<file path="src/rtl/imem_load_ctrl.sv">
// imem_load_ctrl: owns the instruction BRAM write port and sequences fetch
// around a host program load (drain, stream words, restart at boot PC).
//
// Ports:
//   clk_i, rst_i        clock, asynchronous active-high reset
//   load_req_i          level request from host to load a program
//   ld_valid_i/ready_o  loader beat handshake
//   ld_addr_i/data_i    beat byte address (word aligned) and instruction word
//   ld_last_i           final beat, qualified by the handshake
//   core_*_i            stall/flush/branch controls from hazard/branch logic
//   if_*_o              controls to fetch (passthrough in RUN, overridden otherwise)
//   mem_we/addr/wdata_o registered write port to the four byte BRAMs
//   busy_o              not in RUN
//   err_o               sticky error for the current/last load
//   words_o             words written in the current/last load
module imem_load_ctrl #(
    parameter int unsigned ADDR_W       = 11,
    parameter logic [31:0] BOOT_PC      = 32'h0000_0000,
    parameter int unsigned DRAIN_CYCLES = 2
) (
    input  logic              clk_i,
    input  logic              rst_i,
    input  logic              load_req_i,
    input  logic              ld_valid_i,
    output logic              ld_ready_o,
    input  logic [31:0]       ld_addr_i,
    input  logic [31:0]       ld_data_i,
    input  logic              ld_last_i,
    input  logic              core_stall_i,
    input  logic              core_flush_i,
    input  logic              core_bj_i,
    input  logic [31:0]       core_pc_bj_i,
    output logic              if_stall_o,
    output logic              if_flush_o,
    output logic              if_take_b_j_o,
    output logic [31:0]       if_pc_b_j_o,
    output logic [3:0]        mem_we_o,
    output logic [ADDR_W-1:0] mem_addr_o,
    output logic [31:0]       mem_wdata_o,
    output logic              busy_o,
    output logic              err_o,
    output logic [ADDR_W-3:0] words_o
);

    localparam int unsigned CNT_W =
        (DRAIN_CYCLES > 1) ? $clog2(DRAIN_CYCLES) : 1;

    typedef enum logic [1:0] {
        S_RUN,
        S_DRAIN,
        S_LOAD,
        S_RESTART
    } state_t;

    state_t            r_state;
    state_t            w_state_nxt;
    logic [CNT_W-1:0]  r_cnt;
    logic [3:0]        r_we;
    logic [ADDR_W-1:0] r_addr;
    logic [31:0]       r_data;
    logic              r_err;
    logic [ADDR_W-3:0] r_words;

    logic w_hs;
    logic w_bad;

    assign w_hs  = (r_state == S_LOAD) && ld_valid_i;
    // Out-of-range or misaligned beats are consumed but never written.
    assign w_bad = (|ld_addr_i[31:ADDR_W]) || (|ld_addr_i[1:0]);

    always_ff @(posedge clk_i or posedge rst_i) begin
        if (rst_i) begin
            r_state <= S_RUN;
        end else begin
            r_state <= w_state_nxt;
        end
    end

    always_comb begin
        w_state_nxt   = r_state;
        if_stall_o    = core_stall_i;
        if_flush_o    = core_flush_i;
        if_take_b_j_o = core_bj_i;
        if_pc_b_j_o   = core_pc_bj_i;
        ld_ready_o    = 1'b0;
        unique case (r_state)
            S_RUN: begin
                if (load_req_i) begin
                    w_state_nxt = S_DRAIN;
                end
            end
            S_DRAIN: begin
                // Fetch prioritises flush/branch over stall, so mask them.
                if_stall_o    = 1'b1;
                if_flush_o    = 1'b0;
                if_take_b_j_o = 1'b0;
                if (!load_req_i) begin
                    w_state_nxt = S_RESTART;
                end else if (r_cnt == '0) begin
                    w_state_nxt = S_LOAD;
                end
            end
            S_LOAD: begin
                if_stall_o    = 1'b1;
                if_flush_o    = 1'b0;
                if_take_b_j_o = 1'b0;
                ld_ready_o    = 1'b1;
                if (w_hs) begin
                    if (ld_last_i) begin
                        w_state_nxt = S_RESTART;
                    end
                end else if (!load_req_i) begin
                    w_state_nxt = S_RESTART;
                end
            end
            S_RESTART: begin
                if_stall_o    = 1'b0;
                if_flush_o    = 1'b0;
                if_take_b_j_o = 1'b1;
                if_pc_b_j_o   = BOOT_PC;
                w_state_nxt   = S_RUN;
            end
            default: begin
                w_state_nxt = S_RUN;
            end
        endcase
    end

    always_ff @(posedge clk_i or posedge rst_i) begin
        if (rst_i) begin
            r_cnt   <= '0;
            r_we    <= '0;
            r_addr  <= '0;
            r_data  <= '0;
            r_err   <= 1'b0;
            r_words <= '0;
        end else begin
            r_we <= '0;
            if (r_state == S_RUN && load_req_i) begin
                r_cnt   <= CNT_W'(DRAIN_CYCLES - 1);
                r_err   <= 1'b0;
                r_words <= '0;
            end else if (r_state == S_DRAIN && r_cnt != '0) begin
                r_cnt <= r_cnt - 1'b1;
            end
            if (w_hs) begin
                r_addr <= ld_addr_i[ADDR_W-1:0];
                r_data <= ld_data_i;
                if (w_bad) begin
                    r_err <= 1'b1;
                end else begin
                    r_we <= 4'hF;
                    if (r_words != '1) begin
                        r_words <= r_words + 1'b1;
                    end
                end
            end else if (r_state == S_LOAD && !load_req_i) begin
                r_err <= 1'b1;
            end
        end
    end

    assign mem_we_o    = r_we;
    assign mem_addr_o  = r_addr;
    assign mem_wdata_o = r_data;
    assign err_o       = r_err;
    assign words_o     = r_words;
    assign busy_o      = (r_state != S_RUN);

endmodule

</file>
<file path="config.mk">
export PLATFORM = sky130hd
export DESIGN_NAME = imem_load_ctrl
export DESIGN_NICKNAME = d
export VERILOG_FILES = /design/src/rtl/imem_load_ctrl.sv
export SDC_FILE = /design/constraint.sdc
export NUM_CORES = 1
export LEC_CHECK = 0
export CAP_MARGIN = 20
export CORE_UTILIZATION = 30
export CTS_CLUSTER_DIAMETER = 40
export DETAILED_ROUTE_END_ITERATION = 12
export HOLD_SLACK_MARGIN = 0.15
export PLACE_DENSITY = 0.81
export RECOVER_POWER = 25
export SYNTH_ARGS = -nofsm -noshare
export SYNTH_HDL_FRONTEND = slang
export SYNTH_SLANG_ARGS = --single-unit
</file>
<file path="constraint.sdc">
create_clock -name clk_i -period 2.25 [get_ports clk_i]
set_input_delay 0.45 -clock clk_i [delete_from_list [all_inputs] [get_ports clk_i]]
set_output_delay 0.45 -clock clk_i [all_outputs]
set_load 0.01 [all_outputs]
</file>
==> impl_metrics.xml <==
<?xml version="1.0" encoding="UTF-8"?>
<metrics>
  <group name="floorplanning">
    <metric name="start_util" unit="%">31.1</metric>
    <metric name="core-area" unit="um2">8720</metric>
    <metric name="pin_count" unit="">198</metric>
    <metric name="floorplan.rows" unit="">34</metric>
    <metric name="chipWidth" unit="um">97.1</metric>
    <metric name="die_h" unit="um">97.1</metric>
    <metric name="die_area" unit="um2">9430</metric>
  </group>
  <group name="global_route">
    <metric name="grt_start_max_net_pins" unit="">40</metric>
    <metric name="grt_overflow_total" unit="">0</metric>
    <metric name="global_route.usage.total" unit="%">17.9</metric>
    <metric name="grt_first_pass_wirelength" unit="mm">13.3</metric>
    <metric name="first_global_vias" unit="">2772</metric>
    <metric name="number_of_antenna_violations_at_the_first_check_in_global_routing" unit="">0</metric>
  </group>
  <group name="place">
    <metric name="place_hpwl" unit="mm">6.74</metric>
    <metric name="place.port_buffers" unit="">197</metric>
    <metric name="pre_cts_ws" unit="ns">-0.402</metric>
    <metric name="gpl.final_weighted_congestion" unit="">0.809</metric>
  </group>
  <group name="sta">
    <metric name="postLayoutSetupSlackWorst" unit="ns">-0.00776</metric>
    <metric name="slew_at_the_pin_closest_to_its_max_slew_limit" unit="ns">0.881</metric>
    <metric name="period_share" unit="%">100</metric>
    <metric name="max_slew_margin" unit="%">41.2</metric>
    <metric name="fmax" unit="MHz">443</metric>
    <metric name="fin_skew" unit="ns">0.00796</metric>
    <metric name="setup_viol_count_final" unit="">1</metric>
    <metric name="timing.hold.ws" unit="ns">0.503</metric>
    <metric name="rsz0062_at_grt" unit="">true</metric>
    <metric name="report.final.slew_viol_count" unit="">0</metric>
    <metric name="timing.final.crit_period" unit="ns">2.26</metric>
    <metric name="timing.final.hold_violations" unit="">0</metric>
  </group>
  <group name="min_path">
    <metric name="hp-class" unit="">flop to flop</metric>
    <metric name="hold_depth" unit="">1</metric>
  </group>
  <group name="run_status">
    <metric name="failed_checks" unit="">negative setup slack</metric>
    <metric name="status" unit="">complete, but fails checks</metric>
  </group>
  <group name="final_layout">
    <metric name="layout-area-overhead-vs-synth" unit="%">89.7</metric>
    <metric name="final_layout_size_suffix_gt1_share" unit="%">21.9</metric>
    <metric name="final_net_count" unit="">548</metric>
    <metric name="most-common-layout-cells" unit="">160 x clkdlybuf4s50_1, 57 x dfrtp_1, 47 x mux2_2, 36 x dlygate4sd2_1, 34 x nor2b_1</metric>
    <metric name="layout_commonest_cell" unit="">clkdlybuf4s50_1</metric>
    <metric name="number_of_antenna_diodes" unit="">0</metric>
  </group>
  <group name="setup_path">
    <metric name="crit_fanout" unit="">6</metric>
    <metric name="cpPeakStageDelay" unit="ns">0.56</metric>
    <metric name="critical_path.most_common_cell" unit="">or4_4</metric>
    <metric name="startpoint_kind_of_the_worst_setup_timing_path" unit="">input port</metric>
    <metric name="worstPathArrival" unit="ns">2.48</metric>
    <metric name="worstSetupEndpointType" unit="">flop</metric>
    <metric name="critPathSlowestCell" unit="">or4_4</metric>
    <metric name="cell_by_cell_trace_of_the_critical_path" unit="">clkdlybuf4s50_1 -&gt; or4_4 -&gt; or4_4 -&gt; o21a_4 -&gt; a221o_1</metric>
    <metric name="critPathRequiredTime" unit="ns">2.47</metric>
    <metric name="path_class" unit="">input port to flop</metric>
    <metric name="worstRegToRegCells" unit="">8</metric>
    <metric name="worst-r2r-setup-slack" unit="ns">0.02</metric>
  </group>
  <group name="detailed_routing">
    <metric name="drtPass1Iterations" unit="">4</metric>
    <metric name="via_per_inst" unit="">4.73</metric>
    <metric name="remaining_drc_errors" unit="">0</metric>
    <metric name="postRouteAntennaNets" unit="">0</metric>
    <metric name="routed_wl" unit="mm">8.47</metric>
    <metric name="drt_first_iter_violations" unit="">27</metric>
    <metric name="routed_length_per_instance" unit="um">15.4</metric>
    <metric name="vias" unit="">2603</metric>
  </group>
  <group name="power_and_ir_drop">
    <metric name="leakagePower" unit="nW">2.21</metric>
    <metric name="vdd_drop_max" unit="V">0.000653</metric>
    <metric name="pwr_density_cell" unit="nW/um2">1070</metric>
  </group>
  <group name="clock_tree">
    <metric name="cts.reportedPaths.clkPinSlew" unit="ns">0.07</metric>
    <metric name="clkLatencyLatePin" unit="ns">0.34</metric>
    <metric name="clock_tree_from_tritoncts" unit="">built</metric>
    <metric name="cts_buffers" unit="">9</metric>
    <metric name="clock_sinks" unit="">57</metric>
    <metric name="cts.htree.levels" unit="">3</metric>
    <metric name="clock_tree_root" unit="">clkbuf_8</metric>
    <metric name="cts_buffer_depth" unit="">2</metric>
    <metric name="postCtsHoldBufs" unit="">0</metric>
  </group>
  <group name="yosys">
    <metric name="synthDominantCellAreaShare" unit="%">52.6</metric>
    <metric name="synth.area.top_cells" unit="">dfrtp_1 53%, mux2_2 20%, nor2b_1 7.8%</metric>
    <metric name="yosysSeqAreaShare" unit="%">52.6</metric>
    <metric name="mappedNetlistNets" unit="">330</metric>
    <metric name="synth_warnings" unit="">0</metric>
    <metric name="syn-cell-area" unit="um2">2710</metric>
    <metric name="synth.ff_latch_count" unit="">57</metric>
    <metric name="synth_largest_area_cell" unit="">dfrtp_1</metric>
    <metric name="synthesis.instances" unit="">219</metric>
    <metric name="synthesis.area_per_instance" unit="um2">12.4</metric>
    <metric name="synthDistinctLibCells" unit="">34</metric>
  </group>
  <group name="job">
    <metric name="number_of_max_cap_violations" unit="">0</metric>
  </group>
</metrics>
[through the flow]
step / setup TNS (ns) / power [mW] / instance area (um2) / instances / util, %
6_report: -0.00776 / 5.51 / 5150 / 550 / 59.0
3_3_place_gp: -2.97 / 4.57 / 4890 / 526 / 56.1
5_1_grt: -0.0832 / 5.84 / 5150 / 550 / 59.0
2_1_floorplan: -0.173 / 2.94 / 2730 / 219 / -
4_1_cts: 0 / 5.56 / 5100 / 546 / 58.5
3_5_place_dp: -3.09 / 4.64 / 4890 / 526 / 56.1
[registers in the layout, indices dropped and copies added (netlist names)]
| register | cells |
|---|---|
| mem_we_o | 1 |
| err_o | 1 |
| r_cnt | 1 |
| mem_addr_o | 11 |
| mem_wdata_o | 32 |
| r_state | 2 |
| words_o | 9 |
[where the power goes]
part / internal, mW / switching [mW] / total [mW]
clock network: 0.520 / 0.456 / 0.976
logic: 1.73 / 1.12 / 2.84
registers: 1.46 / 0.224 / 1.69
[critical path, delay by kind of cell]
kind,cells,cell delay (ns)
buffers and inverters,1,0.42
and+or+nand+nor,2,1.05
AOI/OAI and AO/OA,2,0.56
[metal layers]
metal | wire (um) | share of wire, % | vias up | track usage, %
li1 | - | - | 1197 | -
met1 | 2830 | 33 | 1245 | 17.2
met2 | 4520 | 53 | 145 | 33.0
met3 | 900 | 11 | 16 | 7.41
met4 | 224 | 2.6 | 0 | 8.15
met5 | 0 | 0 | - | 0
[kinds of logic (layout without fill, tap and decap cells)]
group           count (synthesis)  after routing  synth area share, %
compound gates                 17             17                 5.12
xor+xnor                        2              2                0.646
fa+ha+maj                       7              7                 3.23
buf+inv                        20            243                 3.46
flops                          57             57                 52.6
mux                            49             49                 20.2
simple gates                   67             67                 14.8
[worst paths after layout]
path,start,endpoint
setup / recovery,ld_addr_i[18],words_o[2]
hold / removal,err_o,err_o
setup reg to reg,words_o[1],words_o[2]
hold reg to reg,err_o,err_o
max in group asynchronous,rst_i,mem_wdata_o[25]
min in group asynchronous,rst_i,mem_wdata_o[9]
[Yosys cell counts]
master,instances
nor3_1,3
a32o_1,1
xnor2_1,1
mux2_2,47
o21ai_0,2
nor2_1,2
o21a_4,1
or4_4,2
a221o_1,2
a21o_1,2
nand2b_1,2
clkbuf_1,7
buf_4,3
a21oi_1,1
or4_1,2
or3_1,1
dfrtp_1,57
and3_1,1
nand4_1,1
inv_1,9
nand3_1,2
a211oi_1,3
nand2_1,8
o22ai_1,1
nor2b_1,34
nor4_1,6
and2_1,2
a2bb2oi_1,1
buf_6,1
nor2_2,1
mux2i_1,2
ha_1,7
a22o_1,3
xor2_1,1
[cell type report]
cell class                 instances  area (um2)
clock inverter                     7        80.1
tap                              108         135
fill                             750        3570
multi-input combinational        142        1250
sequential                        57        1430
clock buffer                       9         124
inverter                           9        33.8
timing repair buffer             218        2100
[timing repair]
item                                   in CTS  in global routing
endpoints found under the hold margin       0                  0
gates resized for setup                    43                  5
setup endpoints to repair                  38                  5
pin swaps                                   3                  1
buffers inserted                            4                  4
No activity file was read; power rests on OpenSTA's default activity.
